`src/rtl/dma_read_arbiter.sv`:
```
// dma_read_arbiter: shares one DMA read port among NUM_REQ requesters.
// Round-robin grant starting after the last owner, one outstanding read at
// a time, with a per-access timeout and sticky per-requester abort flags.

// Per-requester sticky timeout flag; a new abort outranks a same-cycle clear.
module dma_rd_err_lane (
    input  logic clk,
    input  logic rst_L,
    input  logic err_clr,
    input  logic err_set,
    output logic err
);
    logic err_q, err_d;

    // clear first, then let a fresh abort override it
    always_comb begin
        err_d = err_q;
        if (err_clr) err_d = 1'b0;
        if (err_set) err_d = 1'b1;
    end

    // flag register
    always_ff @(posedge clk or negedge rst_L) begin
        if (!rst_L) err_q <= 1'b0;
        else        err_q <= err_d;
    end

    assign err = err_q;
endmodule

module dma_read_arbiter #(
    parameter int NUM_REQ        = 2,
    parameter int RAM_WID        = 32,
    parameter int RAM_WORD_WID   = 16,
    parameter int TIMEOUT_LEN    = 16,
    parameter int TIMEOUT_CYCLES = 1000
) (
    input  logic                       clk,
    input  logic                       rst_L,
    input  logic [NUM_REQ-1:0]         req_read,
    input  logic [NUM_REQ*RAM_WID-1:0] req_addr,
    output logic [RAM_WORD_WID-1:0]    req_word,
    output logic [NUM_REQ-1:0]         req_valid,
    output logic [NUM_REQ-1:0]         grant,
    output logic [NUM_REQ-1:0]         timeout_err,
    input  logic                       err_clr,
    output logic [RAM_WID-1:0]         ram_dma_addr,
    output logic                       ram_read,
    input  logic [RAM_WORD_WID-1:0]    ram_word,
    input  logic                       ram_valid
);
    localparam int IDX_W = (NUM_REQ > 1) ? $clog2(NUM_REQ) : 1;

    typedef enum logic [1:0] {IDLE, ISSUE, RELEASE} state_t;

    state_t                  state_q, state_d;
    logic [NUM_REQ-1:0]      grant_q, grant_d;
    logic [IDX_W-1:0]        owner_q, owner_d;
    logic [IDX_W-1:0]        last_q, last_d;
    logic [RAM_WID-1:0]      addr_q, addr_d;
    logic [TIMEOUT_LEN-1:0]  cnt_q, cnt_d;
    logic [NUM_REQ-1:0]      valid_q, valid_d;
    logic [RAM_WORD_WID-1:0] word_q, word_d;
    logic [NUM_REQ-1:0]      err_set;

    // requester i's address is slice i of the packed bus
    logic [NUM_REQ-1:0][RAM_WID-1:0] addr_arr;
    assign addr_arr = req_addr;

    logic                   win_found;
    logic [IDX_W-1:0]       win_idx;
    logic [IDX_W:0]         cand;
    logic                   owner_req;
    logic [TIMEOUT_LEN-1:0] cnt_inc;
    logic                   timeout_hit;

    assign owner_req   = req_read[owner_q];
    assign cnt_inc     = cnt_q + 1'b1;
    // ram_valid on the final cycle still counts as a completed read
    assign timeout_hit = (state_q == ISSUE) && !ram_valid &&
                         (cnt_inc == TIMEOUT_LEN'(TIMEOUT_CYCLES));

    // round-robin search: first set request at last+1, last+2, ... wrapping
    always_comb begin
        win_found = 1'b0;
        win_idx   = '0;
        cand      = '0;
        for (int k = 1; k <= NUM_REQ; k++) begin
            cand = {1'b0, last_q} + (IDX_W+1)'(k);
            if (cand >= (IDX_W+1)'(NUM_REQ)) cand = cand - (IDX_W+1)'(NUM_REQ);
            if (!win_found && req_read[cand[IDX_W-1:0]]) begin
                win_found = 1'b1;
                win_idx   = cand[IDX_W-1:0];
            end
        end
    end

    // state register plus all datapath flops
    always_ff @(posedge clk or negedge rst_L) begin
        if (!rst_L) begin
            state_q <= IDLE;
            grant_q <= '0;
            owner_q <= '0;
            last_q  <= IDX_W'(NUM_REQ-1);
            addr_q  <= '0;
            cnt_q   <= '0;
            valid_q <= '0;
            word_q  <= '0;
        end else begin
            state_q <= state_d;
            grant_q <= grant_d;
            owner_q <= owner_d;
            last_q  <= last_d;
            addr_q  <= addr_d;
            cnt_q   <= cnt_d;
            valid_q <= valid_d;
            word_q  <= word_d;
        end
    end

    // next-state: RELEASE waits for the owner to let go and the port to go quiet
    always_comb begin
        state_d = state_q;
        case (state_q)
            IDLE:    if (win_found) state_d = ISSUE;
            ISSUE:   if (ram_valid || timeout_hit) state_d = RELEASE;
            RELEASE: if (!owner_req && !ram_valid) state_d = IDLE;
            default: state_d = IDLE;
        endcase
    end

    // outputs and datapath updates; grant/address are frozen from grant to release
    always_comb begin
        grant_d  = grant_q;
        owner_d  = owner_q;
        last_d   = last_q;
        addr_d   = addr_q;
        cnt_d    = cnt_q;
        valid_d  = '0;
        word_d   = word_q;
        err_set  = '0;
        ram_read = (state_q == ISSUE);
        case (state_q)
            IDLE: begin
                if (win_found) begin
                    grant_d          = '0;
                    grant_d[win_idx] = 1'b1;
                    owner_d          = win_idx;
                    addr_d           = addr_arr[win_idx];
                    cnt_d            = '0;
                end
            end
            ISSUE: begin
                cnt_d = cnt_inc;
                if (ram_valid) begin
                    valid_d = grant_q;
                    word_d  = ram_word;
                end else if (timeout_hit) begin
                    err_set = grant_q;
                end
            end
            RELEASE: begin
                if (!owner_req && !ram_valid) begin
                    grant_d = '0;
                    last_d  = owner_q;
                end
            end
            default: ;
        endcase
    end

    for (genvar i = 0; i < NUM_REQ; i++) begin : g_err
        dma_rd_err_lane u_lane (
            .clk     (clk),
            .rst_L   (rst_L),
            .err_clr (err_clr),
            .err_set (err_set[i]),
            .err     (timeout_err[i])
        );
    end

    assign grant        = grant_q;
    assign ram_dma_addr = addr_q;
    assign req_valid    = valid_q;
    assign req_word     = word_q;
endmodule
```
`config.mk`:
```
export PLATFORM = sky130hd
export DESIGN_NAME = dma_read_arbiter
export DESIGN_NICKNAME = d
export VERILOG_FILES = /design/src/rtl/dma_read_arbiter.sv
export SDC_FILE = /design/constraint.sdc
export NUM_CORES = 1
export LEC_CHECK = 0
export BUFFER_PORTS_ARGS = -buffer_cell sky130_fd_sc_hd__buf_2
export CORE_UTILIZATION = 54
export CTS_BUF_LIST = sky130_fd_sc_hd__clkbuf_4
export DETAILED_ROUTE_END_ITERATION = 8
export GPL_TIMING_DRIVEN = 0
export HOLD_SLACK_MARGIN = 0.05
export PLACE_DENSITY = 0.85
export SLEW_MARGIN = 10
export SYNTH_ARGS = -nofsm -noshare
export SYNTH_HDL_FRONTEND = slang
export SYNTH_SLANG_ARGS = --single-unit
export TNS_END_PERCENT = 50
```
`constraint.sdc`:
```
create_clock -name clk -period 6 [get_ports clk]
set_input_delay 0.6 -clock clk [delete_from_list [all_inputs] [get_ports clk]]
set_output_delay 0.6 -clock clk [all_outputs]
set_load 0.02 [all_outputs]
```
==> flow_summary.toml <==
[global_route]
antenna_found_initial = 1
grt_overflow = 0
gr-usage-all-layers_pct = 26.5
grt_max_degree = 52
grt_pass1_wl_um = 14700
grt_pass1_vias = 3256

[sta]
rsz0062_at_grt = "false"
max_freq_mhz = 369
finalCritPeriodShare_pct = 45.2
slew_violations = 0
slew_headroom_pct = 55.1
tightestPinTransition_ps = 674
hold_violations = 0
finalCriticalPeriod_ps = 2710
clock_skew_ps = 11.7
fin_tns_setup_ps = 0
fin_ws_ps = 3290
finalSetupViolCount = 0

[critical_path]
start_kind = "flip-flop"
path_buf_inv = 4
crit_chain = "nand2b_1 > clkbuf_1 > inv_1 > clkbuf_1 > buf_2"
arrival_ps = 2110
criticalPathCategory = "flip-flop to output pin"
crit_path_end_kind = "output pin"
crit_path_frequent_cell = "clkbuf_1"
slowest_delay_ps = 450
crit_path_top_delay_cell = "dfrtp_1"
crit_required_ps = 5400
cp_top_family = "buffers and inverters"
crit_fanout = 10

[synthesis]
synth_top_cells_by_area = "dfrtp_1 (51%), mux2i_1 (9.0%), o21ai_0 (7.6%)"
ys_async_sr_fraction_pct = 100
yosys_warnings = 0
yosysTopAreaCell = "dfrtp_1"
ys_types = 52
ys_seq_elements = 74
syn_area_mm2 = 0.00356
syn-num-nets = 430
ys_seq_area_share_pct = 52.1
ys_top_cells_by_count = "dfrtp_1 (73), o21ai_0 (54), nand2_1 (45), mux2i_1 (32)"
yosysMostFrequentCell = "dfrtp_1"
syn_avg_cell_area_um2 = 10.4
syn_inst = 343
netlist.area_leader.share_pct = 51.4
synth-edff-count = 0
yosys_most_used_dff = "dfrtp_1"

[cts]
htreeDepth = 3
clk_latency_ps = 420
cts_made_buffers = 9
ctsRootBufferMaster = "clkbuf_4"
cts_hold_repair.buffers = 0
path_clk_slew_ps = 120
clock_path_buffers = 2
clkSinkCount = 74
cts_resized = 0
cts_tree = "yes"
cts_setup_buffers = 0

[route]
vias = 3227
drt_iter0_drc = 245
drt_first_pass_iters = 5
ant_nets = 0
drc_errors = 0
wl_um = 8760
via_per_inst = 5.59
wl_per_cell_um = 15.2

[run_status]
status = "complete, no violations"

[layout]
stdcell_area_mm2 = 0.00452
layout.nets = 582
area_delta_synth_final_pct = 27.0
drive_gt1_share_pct = 38.1
fillers = 453

[min_path]
hp-class = "input pin to async pin"

[floorplanning]
start_util_pct = 56.0
dieWidth_um = 83.2
die_y_um = 83.2
dieArea_mm2 = 0.00691
pin_count = 141
rows = 29
coreArea_mm2 = 0.00635

[job]
maxCapViolCount = 0

[placement]
placed_cell_area_mm2 = 0.00438
gp_congestion = 0.810
port-buffer-count = 140
post-place-ws_ps = 3410
hpwl_um = 6480

[power]
vdd_ir_drop_max_v = 0.000311
finalPower_mw = 2.10
leakage_nw = 2.27
powerDensity_mw_per_mm2 = 465
==> cell families (layout without fill, tap and decap cells) <==
| logic type | Yosys count | after routing | share of synthesized area, % |
|---|---|---|---|
| AO/OA/AOI/OAI | 85 | 85 | 14.0 |
| other | 0 | 1 | 0 |
| flip-flops | 74 | 74 | 52.1 |
| XOR/XNOR | 2 | 2 | 0.493 |
| adder cells (fa/ha/maj) | 1 | 1 | 0.352 |
| AND/OR/NAND/NOR | 102 | 102 | 14.6 |
| buffers and inverters | 29 | 185 | 3.62 |
| multiplexers | 50 | 50 | 14.8 |
==> path summary, 6_finish.rpt <==
kind	cells after the start	startpoint	slack, ps	endpoint
worst min register to register	2	ram_dma_addr[11]	490	ram_dma_addr[11]
max in group asynchronous	2	rst_L	5330	last_q
worst max register to register	8	cnt_q[0]	3380	g_err[1].u_lane.err
worst max-delay path	5	state_q[1]	3290	ram_read
min in group clk	2	ram_word[4]	410	req_word[4]
worst min-delay path	1	rst_L	70	cnt_q[6]
==> final cells by class <==
type / count / area (um2) / area share, %
buffer: 26 / 118 / 2.60
antenna: 1 / 2.50 / 0.0554
tap: 77 / 96.3 / 2.13
multi-input combinational: 240 / 1570 / 34.8
inverter: 3 / 11.3 / 0.249
clock inverter: 5 / 56.3 / 1.25
sequential: 74 / 1850 / 41.0
timing repair buffer: 141 / 731 / 16.2
clock buffer: 10 / 75.1 / 1.66
==> state kept, by name (all words and copies together) (netlist names) <==
signal	flops
ram_dma_addr	32
last_q	1
g_err.u_lane.err	2
req_valid	2
grant	2
cnt_q	16
req_word	16
state_q	2
owner_q	1
==> per-stage QoR <==
stage / hold WS (ps) / std cells / utilization (%)
after detailed placement: 465 / 561 / 69.0
after CTS: 60.2 / 576 / 71.1
final: 66.6 / 577 / 71.1
after floorplan: 304 / 343 / -
after global placement: 458 / 560 / 68.6
after global routing: 70.1 / 577 / 71.1
==> layout by cell type (no fill, tap or decap), types with 2 or more instances in the layout <==
cell type | Yosys | layout
clkbuf_1 | 17 | 17
nor3b_1 | 2 | 2
nand4_1 | 5 | 5
buf_2 | 2 | 141
o41ai_1 | 3 | 3
a21oi_1 | 8 | 8
a31oi_1 | 3 | 3
nor2_1 | 14 | 14
buf_4 | 4 | 5
a32o_1 | 3 | 3
nor2b_1 | 2 | 2
mux2i_1 | 32 | 32
clkinv_2 | 0 | 2
dfrtp_1 | 73 | 73
o21ai_0 | 54 | 54
mux2_2 | 17 | 17
clkbuf_4 | 0 | 10
nand2_1 | 45 | 45
nand3_1 | 10 | 10
inv_1 | 3 | 3
and3_1 | 3 | 3
and2_1 | 4 | 4
nor4_1 | 2 | 2
o31ai_1 | 5 | 5
clkbuf_2 | 2 | 2
and4_1 | 2 | 2
==> layer usage <==
layer	global-route usage (%)	wire, um	part of all wire (%)	vias to the layer above
li1	-	-	-	1534
met1	32.3	3500	40	1555
met2	45.1	4490	51	125
met3	6.66	620	7.1	13
met4	10.7	150	1.7	0
met5	0	0	0	-
==> report_power, final <==
part           internal [mW]  leakage (nW)  switching [mW]
registers              0.697         0.930           0.115
logic                  0.346          1.26           0.638
clock network          0.129        0.0722           0.175
total                   1.17          2.27           0.929
No activity file was read; power rests on OpenSTA's default activity.
